### src/rtl/snn_sched_pkg.sv
// Shared types and constants for the SNN layer scheduler: FSM state encoding,
// error codes and the default neuron-count / class widths.
package snn_sched_pkg;

    typedef enum logic [2:0] {
        ST_IDLE,
        ST_LOAD,
        ST_RUN,
        ST_READ,
        ST_ARGMAX,
        ST_DONE,
        ST_ERROR
    } state_t;

    localparam logic [1:0] ERR_NONE    = 2'd0;
    localparam logic [1:0] ERR_CFG     = 2'd1;
    localparam logic [1:0] ERR_ARRAY   = 2'd2;
    localparam logic [1:0] ERR_TIMEOUT = 2'd3;

    localparam int NRN_W_DEF = 7;
    localparam int CLS_W_DEF = 2;

endpackage

### src/rtl/snn_layer_mask_gen.sv
// Thermometer masks for a layer of 'count' neurons: one PE per neuron, and
// every array that holds at least one active PE (4 PEs per array).
module snn_layer_mask_gen
    import snn_sched_pkg::*;
#(
    parameter int NUM_ARRAYS = 16,
    parameter int NRN_W      = NRN_W_DEF
) (
    input  logic [NRN_W-1:0]        count,
    output logic [4*NUM_ARRAYS-1:0] pe_mask,
    output logic [NUM_ARRAYS-1:0]   array_mask
);

    always_comb begin
        pe_mask    = '0;
        array_mask = '0;
        for (int k = 0; k < 4 * NUM_ARRAYS; k++) begin
            pe_mask[k] = (k < int'(count));
        end
        for (int i = 0; i < NUM_ARRAYS; i++) begin
            array_mask[i] = ((4 * i) < int'(count));
        end
    end

endmodule

### src/rtl/snn_layer_scheduler.sv
// Descriptor-driven layer sequencer: walks the layer table per inference, drives
// array/PE enables, offsets and broadcast start, then readback and ArgMax.
module snn_layer_scheduler
    import snn_sched_pkg::*;
#(
    parameter int NUM_LAYERS = 3,
    parameter int NUM_ARRAYS = 16,
    parameter int ADDR_W     = 10,
    parameter int TIME_W     = 8,
    parameter int NRN_W      = NRN_W_DEF,
    parameter int TMO_W      = 16,
    parameter int CLS_W      = CLS_W_DEF
) (
    input  logic                          local_clk,
    input  logic                          rst,
    input  logic                          i_cfg_we,
    input  logic [$clog2(NUM_LAYERS)-1:0] i_cfg_layer,
    input  logic [NRN_W-1:0]              i_cfg_neurons,
    input  logic [ADDR_W-1:0]             i_cfg_offset,
    input  logic [TIME_W-1:0]             i_cfg_t_min,
    input  logic                          i_start,
    input  logic                          i_abort,
    input  logic                          i_layer_done,
    input  logic [NUM_ARRAYS-1:0]         i_array_error,
    input  logic                          i_argmax_valid,
    input  logic [CLS_W-1:0]              i_argmax_class,
    output logic [NUM_ARRAYS-1:0]         o_array_clk_en,
    output logic [4*NUM_ARRAYS-1:0]       o_pe_enable,
    output logic [NUM_ARRAYS-1:0]         o_reset_potential,
    output logic [ADDR_W-1:0]             o_bram_offset,
    output logic [TIME_W-1:0]             o_t_min,
    output logic                          o_src_sel,
    output logic                          o_bcast_start,
    output logic [NRN_W-1:0]              o_bcast_count,
    output logic                          o_rd_valid,
    output logic [NRN_W-1:0]              o_rd_idx,
    output logic                          o_rd_last,
    output logic [$clog2(NUM_LAYERS)-1:0] o_layer,
    output logic                          o_argmax_start,
    output logic                          o_done,
    output logic [CLS_W-1:0]              o_class,
    output logic                          o_error,
    output logic [1:0]                    o_err_code,
    output state_t                        o_state
);

    localparam int LAYER_W = $clog2(NUM_LAYERS);
    localparam int PE_W    = 4 * NUM_ARRAYS;

    logic [NRN_W-1:0]  desc_n   [NUM_LAYERS];
    logic [ADDR_W-1:0] desc_off [NUM_LAYERS];
    logic [TIME_W-1:0] desc_tmin[NUM_LAYERS];

    state_t              state_q, state_d;
    logic [LAYER_W-1:0]  layer_d;
    logic [NRN_W-1:0]    cur_n_q, cur_n_d, sel_n, idx_inc;
    logic [TMO_W-1:0]    wdog_q, wdog_d, wdog_inc;
    logic [PE_W-1:0]     load_pe, pe_en_d;
    logic [NUM_ARRAYS-1:0] load_arr, arr_en_d, reset_pot_d;
    logic [ADDR_W-1:0]   offset_d;
    logic [TIME_W-1:0]   t_min_d;
    logic [NRN_W-1:0]    bcast_count_d, rd_idx_d;
    logic [CLS_W-1:0]    class_d;
    logic [1:0]          err_code_d, err_sel;
    logic                src_sel_d, bcast_start_d, rd_valid_d, rd_last_d;
    logic                argmax_start_d, done_d, error_d, err_hit, go_idle, n_bad;

    assign o_state  = state_q;
    assign sel_n    = desc_n[o_layer];
    assign idx_inc  = o_rd_idx + NRN_W'(1);
    assign wdog_inc = wdog_q + TMO_W'(1);
    assign n_bad    = (sel_n == '0) || (int'(sel_n) > PE_W);

    snn_layer_mask_gen #(
        .NUM_ARRAYS (NUM_ARRAYS),
        .NRN_W      (NRN_W)
    ) u_mask_gen (
        .count      (sel_n),
        .pe_mask    (load_pe),
        .array_mask (load_arr)
    );

    // Descriptor table is only writable while idle and deliberately survives rst.
    always_ff @(posedge local_clk) begin
        if (i_cfg_we && state_q == ST_IDLE && int'(i_cfg_layer) < NUM_LAYERS) begin
            desc_n[i_cfg_layer]    <= i_cfg_neurons;
            desc_off[i_cfg_layer]  <= i_cfg_offset;
            desc_tmin[i_cfg_layer] <= i_cfg_t_min;
        end
    end

    always_comb begin
        state_d        = state_q;
        layer_d        = o_layer;
        cur_n_d        = cur_n_q;
        wdog_d         = wdog_q;
        arr_en_d       = o_array_clk_en;
        pe_en_d        = o_pe_enable;
        offset_d       = o_bram_offset;
        t_min_d        = o_t_min;
        src_sel_d      = o_src_sel;
        bcast_start_d  = 1'b0;
        bcast_count_d  = o_bcast_count;
        rd_valid_d     = o_rd_valid;
        rd_idx_d       = o_rd_idx;
        rd_last_d      = o_rd_last;
        argmax_start_d = 1'b0;
        done_d         = o_done;
        class_d        = o_class;
        error_d        = o_error;
        err_code_d     = o_err_code;
        reset_pot_d    = '0;
        err_hit        = 1'b0;
        err_sel        = ERR_NONE;
        go_idle        = 1'b0;

        case (state_q)
            ST_IDLE: begin
                if (i_start) begin
                    state_d = ST_LOAD;
                    layer_d = '0;
                end
            end
            ST_LOAD: begin
                if (n_bad) begin
                    err_hit = 1'b1;
                    err_sel = ERR_CFG;
                end else begin
                    state_d       = ST_RUN;
                    pe_en_d       = load_pe;
                    arr_en_d      = load_arr;
                    offset_d      = desc_off[o_layer];
                    t_min_d       = desc_tmin[o_layer];
                    src_sel_d     = (o_layer != '0);
                    bcast_start_d = (o_layer != '0);
                    // cur_n_q still holds the previous layer's count here.
                    bcast_count_d = (o_layer != '0) ? cur_n_q : '0;
                    cur_n_d       = sel_n;
                    wdog_d        = '0;
                end
            end
            ST_RUN: begin
                wdog_d = wdog_inc;
                if (|i_array_error) begin
                    err_hit = 1'b1;
                    err_sel = ERR_ARRAY;
                end else if (&wdog_inc) begin
                    err_hit = 1'b1;
                    err_sel = ERR_TIMEOUT;
                end else if (i_layer_done) begin
                    state_d    = ST_READ;
                    rd_valid_d = 1'b1;
                    rd_idx_d   = '0;
                    rd_last_d  = (cur_n_q == NRN_W'(1));
                end
            end
            ST_READ: begin
                if (|i_array_error) begin
                    err_hit = 1'b1;
                    err_sel = ERR_ARRAY;
                end else if (o_rd_last) begin
                    rd_valid_d = 1'b0;
                    rd_last_d  = 1'b0;
                    if (o_layer == LAYER_W'(NUM_LAYERS - 1)) begin
                        state_d        = ST_ARGMAX;
                        argmax_start_d = 1'b1;
                    end else begin
                        state_d = ST_LOAD;
                        layer_d = o_layer + LAYER_W'(1);
                    end
                end else begin
                    rd_idx_d  = idx_inc;
                    rd_last_d = (idx_inc == cur_n_q - NRN_W'(1));
                end
            end
            // ArgMax handshake: o_argmax_start pulses once on entry; the unit answers
            // with a single-cycle i_argmax_valid carrying i_argmax_class, no back-pressure.
            ST_ARGMAX: begin
                if (i_argmax_valid) begin
                    state_d = ST_DONE;
                    done_d  = 1'b1;
                    class_d = i_argmax_class;
                end
            end
            ST_DONE: begin
                if (!i_start) go_idle = 1'b1;
            end
            ST_ERROR: begin
            end
            default: go_idle = 1'b1;
        endcase

        if (err_hit) begin
            state_d    = ST_ERROR;
            error_d    = 1'b1;
            err_code_d = err_sel;
            arr_en_d   = '0;
            pe_en_d    = '0;
            rd_valid_d = 1'b0;
            rd_last_d  = 1'b0;
        end

        if (go_idle || i_abort) begin
            state_d        = ST_IDLE;
            layer_d        = '0;
            arr_en_d       = '0;
            pe_en_d        = '0;
            offset_d       = '0;
            t_min_d        = '0;
            src_sel_d      = 1'b0;
            bcast_start_d  = 1'b0;
            bcast_count_d  = '0;
            rd_valid_d     = 1'b0;
            rd_idx_d       = '0;
            rd_last_d      = 1'b0;
            argmax_start_d = 1'b0;
            done_d         = 1'b0;
            class_d        = '0;
            error_d        = 1'b0;
            err_code_d     = ERR_NONE;
        end

        reset_pot_d = (state_d == ST_IDLE) ? '1 : '0;
    end

    always_ff @(posedge local_clk) begin
        if (rst) begin
            state_q           <= ST_IDLE;
            cur_n_q           <= '0;
            wdog_q            <= '0;
            o_layer           <= '0;
            o_array_clk_en    <= '0;
            o_pe_enable       <= '0;
            o_reset_potential <= '1;
            o_bram_offset     <= '0;
            o_t_min           <= '0;
            o_src_sel         <= 1'b0;
            o_bcast_start     <= 1'b0;
            o_bcast_count     <= '0;
            o_rd_valid        <= 1'b0;
            o_rd_idx          <= '0;
            o_rd_last         <= 1'b0;
            o_argmax_start    <= 1'b0;
            o_done            <= 1'b0;
            o_class           <= '0;
            o_error           <= 1'b0;
            o_err_code        <= ERR_NONE;
        end else begin
            state_q           <= state_d;
            cur_n_q           <= cur_n_d;
            wdog_q            <= wdog_d;
            o_layer           <= layer_d;
            o_array_clk_en    <= arr_en_d;
            o_pe_enable       <= pe_en_d;
            o_reset_potential <= reset_pot_d;
            o_bram_offset     <= offset_d;
            o_t_min           <= t_min_d;
            o_src_sel         <= src_sel_d;
            o_bcast_start     <= bcast_start_d;
            o_bcast_count     <= bcast_count_d;
            o_rd_valid        <= rd_valid_d;
            o_rd_idx          <= rd_idx_d;
            o_rd_last         <= rd_last_d;
            o_argmax_start    <= argmax_start_d;
            o_done            <= done_d;
            o_class           <= class_d;
            o_error           <= error_d;
            o_err_code        <= err_code_d;
        end
    end

endmodule

### config.mk
export PLATFORM = sky130hd
export DESIGN_NAME = snn_layer_scheduler
export DESIGN_NICKNAME = d
export VERILOG_FILES = /design/src/rtl/snn_sched_pkg.sv /design/src/rtl/snn_layer_mask_gen.sv /design/src/rtl/snn_layer_scheduler.sv
export SDC_FILE = /design/constraint.sdc
export NUM_CORES = 1
export LEC_CHECK = 0
export ABC_AREA = 1
export CORE_AREA = 2 2 140 142
export CTS_BUF_LIST = sky130_fd_sc_hd__clkbuf_4 sky130_fd_sc_hd__clkbuf_8 sky130_fd_sc_hd__clkbuf_16
export DETAILED_ROUTE_END_ITERATION = 12
export DIE_AREA = 0 0 142 144
export HOLD_SLACK_MARGIN = 0.03
export PLACE_DENSITY = 0.89
export RECOVER_POWER = 100
export SLEW_MARGIN = 20
export SYNTH_ARGS = -nofsm -noshare
export SYNTH_HDL_FRONTEND = slang
export SYNTH_SLANG_ARGS = --single-unit
### constraint.sdc
create_clock -name local_clk -period 8 [get_ports local_clk]
set_input_delay 0.8 -clock local_clk [delete_from_list [all_inputs] [get_ports local_clk]]
set_output_delay 0.8 -clock local_clk [all_outputs]
set_load 0.05 [all_outputs]
==> results by stage, run 1 <==
Outcome:
- The flow ran to the end, but the final reports show violations.
- The checks that failed: capacitance limit, slew limit.

STA:
- The count of final hold-check violations is 0.
- The max-slew violation count was roughly 120.
- Setup repair after global routing left no endpoint under its margin.
- Dividing the final minimum period by the clock period gives between 70% and 80%.
- The final-report setup violation count is 0.
- The final setup skew is 0.0166 ns.
- The highest clock frequency the design can meet is 0.176 GHz.
- The clock period could shrink to 5.69 ns.
- The worst-margin pin slew is approximately 2.8 ns.
- The final-layout setup total negative slack is 0 ns.
- The final worst-path setup slack is 2.31 ns.
- Headroom to the max-slew limit came out at -86.4%.

Clocking:
- After clock tree synthesis, the clock-pin slew on the worst setup and hold paths is 0.06 ns.
- Counting the buffers created by CTS gives 23.
- TritonCTS built the clock tree.
- The later pin in the worst-skew pair is clocked with a latency of around 0.52 ns.
- The hold buffer count at CTS is 0.
- The maximum clock insertion buffer count is 3.
- The number of setup buffers added after CTS is 0.
- The number of gates resized after CTS was 0.
- The number of sinks handled by clock tree synthesis is between 200 and 250.
- The number of H-tree levels is 1.
- CTS placed an instance of sky130_fd_sc_hd__clkbuf_16 at the clock tree root.

Layout:
- The post-route netlist has 5.80% of its cells at a drive strength greater than 1.
- The final layout contains approximately 1300 nets.
- Leaving out fill and tap cells, the most frequent cell in the layout is sky130_fd_sc_hd__nand2_1.
- The number of filler cells placed in the layout is 1507.
- The area of combinational cells with multiple inputs is ~3400 um^2.
- In the layout the commonest cells are sky130_fd_sc_hd__nand2_1, sky130_fd_sc_hd__dlygate4sd3_1, sky130_fd_sc_hd__dfxtp_1.
- Compared with the post-synthesis result, the final layout area differs by 27.4%.
- The sequential cell area in the final layout is 5010 um^2.

Detailed routing:
- The average via count per standard cell is 5.33.
- The total wire length is about 23000 um.
- The first-pass iteration count of the detailed router is 5.
- The detailed router finished its first iteration with slightly above 600 violations.
- The DRC violations left is 0.
- The routed layout has between 7000 and 8000 vias.
- Dividing the detail-routed wire length by the instance count gives approximately 16 um.
- The count of nets left with antenna violations once routing finished came out at 0.

Synth:
- The leading area contributor after synthesis is sky130_fd_sc_hd__dfxtp_1.
- The number of synthesized flops with an enable pin is 75.
- The per-instance average area after synthesis is 8.65 um^2.
- In the synthesized netlist the async set-or-reset flop fraction comes to 0%.
- Among all flip-flop cells after synthesis, the most frequent one is sky130_fd_sc_hd__dfxtp_1.
- For this run, the number of Yosys warnings is 0.
- After synthesis the netlist holds a flip-flop and latch count of about 210.
- The fraction of post-synthesis cell area in the top cell type by area is between 20 and 30%.
- The share of the Yosys chip area taken by registers is ~54%.
- The number of nets handed over by synthesis was approximately 1100.
- The gate count after technology mapping is between 1000 and 1500.
- The post-synth design cell area is just over 9000 um^2.
- The number of different library cells in the post-synthesis netlist is 43.
- By area the synthesized netlist is led by sky130_fd_sc_hd__dfxtp_1, sky130_fd_sc_hd__edfxtp_1, sky130_fd_sc_hd__nand2_1, sky130_fd_sc_hd__a21oi_1, sky130_fd_sc_hd__nor2_1.

Floorplan:
- The floorplan has 51 rows.
- The overall die width is 142 um.
- In this run the standard cell core region covers between 15000 and 20000 um^2.
- The top-level port count is about 200.
- The starting density of the core is 48.6%.
- The die covers 20400 um^2.
- The die is between 100 and 150 um tall.

Global routing:
- The global route total overflow is 0.
- The global-route total usage across every layer is a little under a quarter.
- The pin count of the biggest net entering global routing is 69.
- The initial antenna violation count came to 5.
- The via count of the first global-routing pass is between 7000 and 8000.
- The wire length of the first global-routing pass is about 37000 um.

Critical path:
- The maximum fanout along the worst path is 65.
- STA classifies the critical path endpoint as a flop.
- STA puts the critical path data arrival time at just under 6 ns.
- The required time of the critical path is 8.24 ns.
- The critical path startpoint is rst.
- The critical path is of the primary input to flop type.
- The startpoint type of the worst setup path is a primary input.

Placement:
- The last weighted congestion value of the routability-driven placer is between 0.9 and 1.
- During placement, the flow inserted port buffers numbering ~200.
- Detailed placement finished with a half-perimeter wire length of 15900 um.
- Before CTS, the worst setup slack after placement is ~3.5 ns.

Min path:
- The source of the worst hold timing path is o_err_code[0].
- The min-delay analysis places its worst path in the category flop to flop.

Power and ir drop:
- In this run the static leakage power is around 4.7 nW.
- VDD sags by at most 158 uV.
- The total power density per cell area is ~210 nW/um^2.

Flow run:
- Across the run, the number of max-cap violations was 3.
-- metrics by stage --
step                total power [W]  hold WS (ns)  utilization, %  cells  area (um^2)
floorplan                   0.00138         0.451               -   1071         9260
global placement            0.00146         0.444            58.0   1437        11100
detailed placement          0.00147         0.437            58.0   1437        11100
CTS                         0.00254         0.452            62.1   1479        11900
global route                0.00260         0.483            61.8   1482        11800
finish                      0.00252         0.450            61.8   1483        11800
-- synth_stat cells, types with 10 or more instances --
cell type,number
sky130_fd_sc_hd__buf_4,37
sky130_fd_sc_hd__o21ai_1,15
sky130_fd_sc_hd__clkbuf_1,15
sky130_fd_sc_hd__a21oi_1,117
sky130_fd_sc_hd__o211ai_1,23
sky130_fd_sc_hd__nand4_1,10
sky130_fd_sc_hd__nor2_1,100
sky130_fd_sc_hd__buf_2,10
sky130_fd_sc_hd__nand2_1,258
sky130_fd_sc_hd__o21ai_0,32
sky130_fd_sc_hd__inv_1,70
sky130_fd_sc_hd__edfxtp_1,75
sky130_fd_sc_hd__nor3_1,10
sky130_fd_sc_hd__nand3_1,65
sky130_fd_sc_hd__buf_6,10
sky130_fd_sc_hd__dfxtp_1,138
-- logic make-up after synthesis --
kind of cell | synth area share [%]
flops | 54.1
buf+inv | 8.55
simple gates | 22.7
fa+ha+maj | 0.945
xor+xnor | 1.23
compound gates | 12.5
-- sequential cells by signal, indices dropped and copies added (netlist names), 2 cells and up, named ones only --
signal          count
desc_off           30
o_state             3
o_array_clk_en     15
desc_n             21
o_pe_enable        49
o_layer             2
o_t_min             8
o_rd_idx            7
o_err_code          2
o_bram_offset      10
cur_n_q             7
wdog_q             16
desc_tmin          24
o_class             2
o_bcast_count       7
-- power by group --
part | internal (W) | leakage, nW | total, W | switching, W
clock network | 0.000649 | 0.392 | 0.00108 | 0.000435
registers | 0.00115 | 1.80 | 0.00116 | 0.0000159
logic | 0.0000776 | 2.50 | 0.000269 | 0.000192
-- layout make-up --
type                            count  area share (%)
Antenna cell                        4          0.0848
Clock buffer                       31            5.60
Clock inverter                     11            1.05
Inverter                           77            2.47
Multi-Input combinational cell    708            29.0
Sequential cell                   213            42.5
Tap cell                          238            2.52
Timing Repair Buffer              201            16.8
-- critical path, cell delays in order --
cell and delay [ns]:
sky130_fd_sc_hd__dlygate4sd3_1 1.04, sky130_fd_sc_hd__inv_1 0.21, sky130_fd_sc_hd__nand2_1 0.83, sky130_fd_sc_hd__inv_1 0.61
sky130_fd_sc_hd__nand3_2 0.19, sky130_fd_sc_hd__clkbuf_1 1.98, sky130_fd_sc_hd__a21oi_1 0.21
-- layer usage --
metal | up-vias | wire [um] | track usage [%]
met5 | - | 13 | 0
met4 | 2 | 734 | 8.32
met3 | 53 | 1790 | 4.34
met2 | 309 | 11700 | 39.5
met1 | 3669 | 9230 | 27.8
li1 | 3869 | - | -
-- worst paths after layout --
kind | cells after the start | slack (ns) | endpoint
worst max-delay path | 7 | 2.31 | o_pe_enable[14]
worst min-delay path | 2 | 0.45 | o_err_code[0]
worst max register to register | 11 | 2.70 | o_pe_enable[27]
worst min register to register | 2 | 0.45 | o_err_code[0]
Power figures use the tool's default switching activity.
==> inputs of run 2 (changes only) <==
==> constraint.sdc (replaced) <==
create_clock -name local_clk -period 5.6 [get_ports local_clk]
set_input_delay 0.56 -clock local_clk [delete_from_list [all_inputs] [get_ports local_clk]]
set_output_delay 0.56 -clock local_clk [all_outputs]
set_load 0.05 [all_outputs]
==> run 2 against run 1 <==
Against the previous run:
- the flow still finishes with violations (capacitance limit, slew limit)
- cell area is 0.47% lower
- clock power is 33% higher
- power is 38% higher
- sequential power is 43% higher
- critical path depth is 4 higher
- register-to-register slack worse by 1.1 ns
- sequential share of layout area is 0.20 points higher
- worst setup slack worse by 0.66 ns
- flip-flop and latch count stayed put
- combinational power is 43% higher
==> results by stage, run 2 (synthesis gave the netlist of run 1 again) <==
Outcome:
- The run finished, with violations left.
- The checks that failed: capacitance limit, slew limit.

Global routing:
- After global routing the overflow that remains totals 0.
- The first global-routing pass estimated 37300 um of wire.
- The global-route total usage across every layer is ~23%.
- The pin count of the biggest net entering global routing is 94.
- The initial antenna violation count is 4.
- The via count of the first global-routing pass is ~7400.

Layout:
- The sequential cell area in the final layout is about 5000 um^2.
- The number of flip-flops in the largest register is 49.
- The number of nets in the layout is approximately 1300.
- The multi-input combinational cells in the finished layout cover a total of 3420 um^2.
- Leaving out fill and tap cells, the most frequent cells in the layout are sky130_fd_sc_hd__nand2_1, sky130_fd_sc_hd__dlygate4sd3_1, sky130_fd_sc_hd__dfxtp_1.
- Leaving out fill and tap cells, the most frequent cell in the layout is sky130_fd_sc_hd__nand2_1.
- The largest registers in the layout are o_pe_enable x49, desc_off x30, desc_tmin x24.
- The most flop-heavy register is o_pe_enable.
- The layout has roughly 1600 filler cells.
- Of the cells placed in the final design, the portion with a size suffix greater than 1 is approximately 5.5%.
- The finished cells cover 11700 um^2.
- From synthesis to final layout, the design area changed by 26.8%.

Clocking:
- The number of H-tree levels is 1.
- The tree is rooted in a sky130_fd_sc_hd__clkbuf_16.
- The post-cts resize count is 0.
- Clock-pin slew was measured on the worst setup and hold paths at 0.06 ns.
- Counting the buffers created by CTS gives 23.
- Counting along the longest clock path gives a buffer depth of 3.
- The hold buffer count at CTS is 0.
- TritonCTS built the clock tree.
- For this design, the sink count on the clock tree is between 200 and 250.
- The buffer count from post-CTS setup fixing is 0.
- For the worst-skew pair, the clock arrives at the later sink with an insertion delay of ~0.51 ns.

Detailed routing:
- In the final routed layout, each cell accounts on average for roughly 16 um.
- The first-pass iteration count of the detailed router is 5.
- The highest metal layer with signal wires is met5.
- The number of vias after detailed routing is about 8000.
- Wires add up to 23400 um.
- The count of nets left with antenna violations once routing finished came out at 0.
- The met3 layer wire length in the routed design is 1610 um.
- The detailed router put a total of 9290 um of wire on met1.
- In the detailed route, the total length drawn on met2 is about 12000 um.
- After detailed routing, the number of vias per cell comes to between 5 and 6.
- In this run, the number of DRC markers left after iteration 0 of detailed routing was between 500 and 600.
- In the routed design, unresolved DRC markers number 0.

Floorplan:
- The vertical die dimension is 144 um.
- The area of the core is about 19000 um^2.
- After floorplanning, the core was divided into 51 placement rows.
- Measured along the x axis, the die boundary spans around 140 um.
- The initial utilization of the core area, before any placement, comes to approximately 49%.
- The top-level port count is roughly 200.
- The overall die area is 20400 um^2.

Min path:
- The endpoint of the worst hold-timing path is o_err_code[0].
- The number of instances on the worst hold path is 2.
- The worst hold-check path type is flop to flop.
- The startpoint identified for the worst hold timing path is o_err_code[0].

STA:
- The final setup skew is 0.0135 ns.
- The final-report setup violation count is 0.
- In this run the tightest slew margin relative to its limit is -4.58%.
- The worst-margin pin slew is ~1.6 ns.
- For this run, the top clock speed supported by timing is about 0.25 GHz.
- In the finished design, the share of the clock period the worst path needs comes to 70.6%.
- Setup repair after global routing left no endpoint under its margin.
- After layout, the minimum clock period comes to around 4 ns.
- The final-layout setup total negative slack is 0 ns.
- Hold is met by 0.459 ns.
- The count of final hold-check violations is 0.
- The max-slew violation count is between 70 and 80.

Critical path:
- The startpoint type of the worst setup path is a flop.
- The endpoint kind of the worst setup timing path is a flop.
- The required time of the critical path is between 6 and 7 ns.
- The setup slack on the worst flop-to-flop path is approximately 1.6 ns.
- The arrival time of the worst setup path is approximately 4.4 ns.
- Of all nets on the critical path, the largest fanout is 93.
- The worst reg2reg path endpoint is wdog_q[15].
- The worst setup path is of the flop to flop kind.
- The worst-case reg-to-reg path depth is 11.

Power and ir drop:
- The leakage power summed over all cells is ~4.7 nW.
- Power spread over the standard cell area amounts to slightly below 300 nW/um^2.
- Across the VDD grid, the largest voltage drop is roughly 250 uV.
- The design draws between 0.003 and 0.004 W.

Placement:
- During placement, the flow inserted port buffers numbering 195.
- In this run the cell area measured after placement is 11100 um^2.
- Detailed placement finished with a half-perimeter wire length of 16000 um.
- The last weighted congestion value of the routability-driven placer is between 0.8 and 0.9.

Flow run:
- The number of max-capacitance violations reported is 3.
run 2: cell types whose count changed in the layout (fill, tap and decap cells not counted), sizes merged:
cell,before,now
buf,2,4
bufinv,2,1
clkbuf,35,37
clkdlybuf4s50,24,26
clkinv,7,6
dlygate4sd3,171,169
inv,78,76
run 2: routing by layer:
| layer | vias to the layer above | global-route usage, % |
|---|---|---|
| li1 | 3872 | - |
| met2 | 325 | 40.1 |
| met1 | 3712 | 27.6 |
| met4 | 2 | 7.47 |
| met5 | - | 0 |
| met3 | 53 | 4.40 |
run 2: power breakdown:
part / switching, W / internal, W / leakage, nW
Clock: 0.000583 / 0.000853 / 0.357
Combinational: 0.000273 / 0.000112 / 2.51
Sequential: 0.0000232 / 0.00164 / 1.80
Total: 0.000879 / 0.00260 / 4.67
run 2: per-stage QoR:
step,std cells,setup slack [ns],util (%)
2_1_floorplan,1071,2.60,-
3_3_place_gp,1440,2.45,58.1
3_5_place_dp,1440,2.44,58.1
4_1_cts,1479,2.54,61.9
5_1_grt,1481,1.09,61.5
6_report,1483,1.65,61.6
run 2: worst max-delay path: stages (launching register included):
cell and delay, ns:
sky130_fd_sc_hd__dfxtp_1 0.32, sky130_fd_sc_hd__inv_1 0.16, sky130_fd_sc_hd__o21ai_0 0.90, sky130_fd_sc_hd__nand2_4 0.15, sky130_fd_sc_hd__nor2_1 0.38, sky130_fd_sc_hd__nand2_1 0.13
sky130_fd_sc_hd__nand3_1 0.17, sky130_fd_sc_hd__buf_4 0.79, sky130_fd_sc_hd__nand2_1 0.17, sky130_fd_sc_hd__inv_1 0.41, sky130_fd_sc_hd__nand2_1 0.10, sky130_fd_sc_hd__a21oi_1 0.16
run 2: area by class of cell:
type,instances,share of cell area [%]
sequential,213,42.7
multi-input combinational,708,29.1
timing repair buffer,204,17.0
clock buffer,32,5.53
tap,238,2.54
inverter,77,2.48
clock inverter,7,0.543
antenna,4,0.0852
run 2: worst max-delay path by stage:
stage	from	endpoint	slack, ns	cells after the start
5_1_grt	flop	wdog_q[11]	1.09	11
2_1_floorplan	o_state[0]	desc_n[0][0]	2.60	3
6_report	flop	wdog_q[15]	1.65	11
4_1_cts	flop	wdog_q[15]	2.54	15
3_3_place_gp	rst	o_reset_potential[14]	2.45	10
3_5_place_dp	rst	o_reset_potential[14]	2.44	10
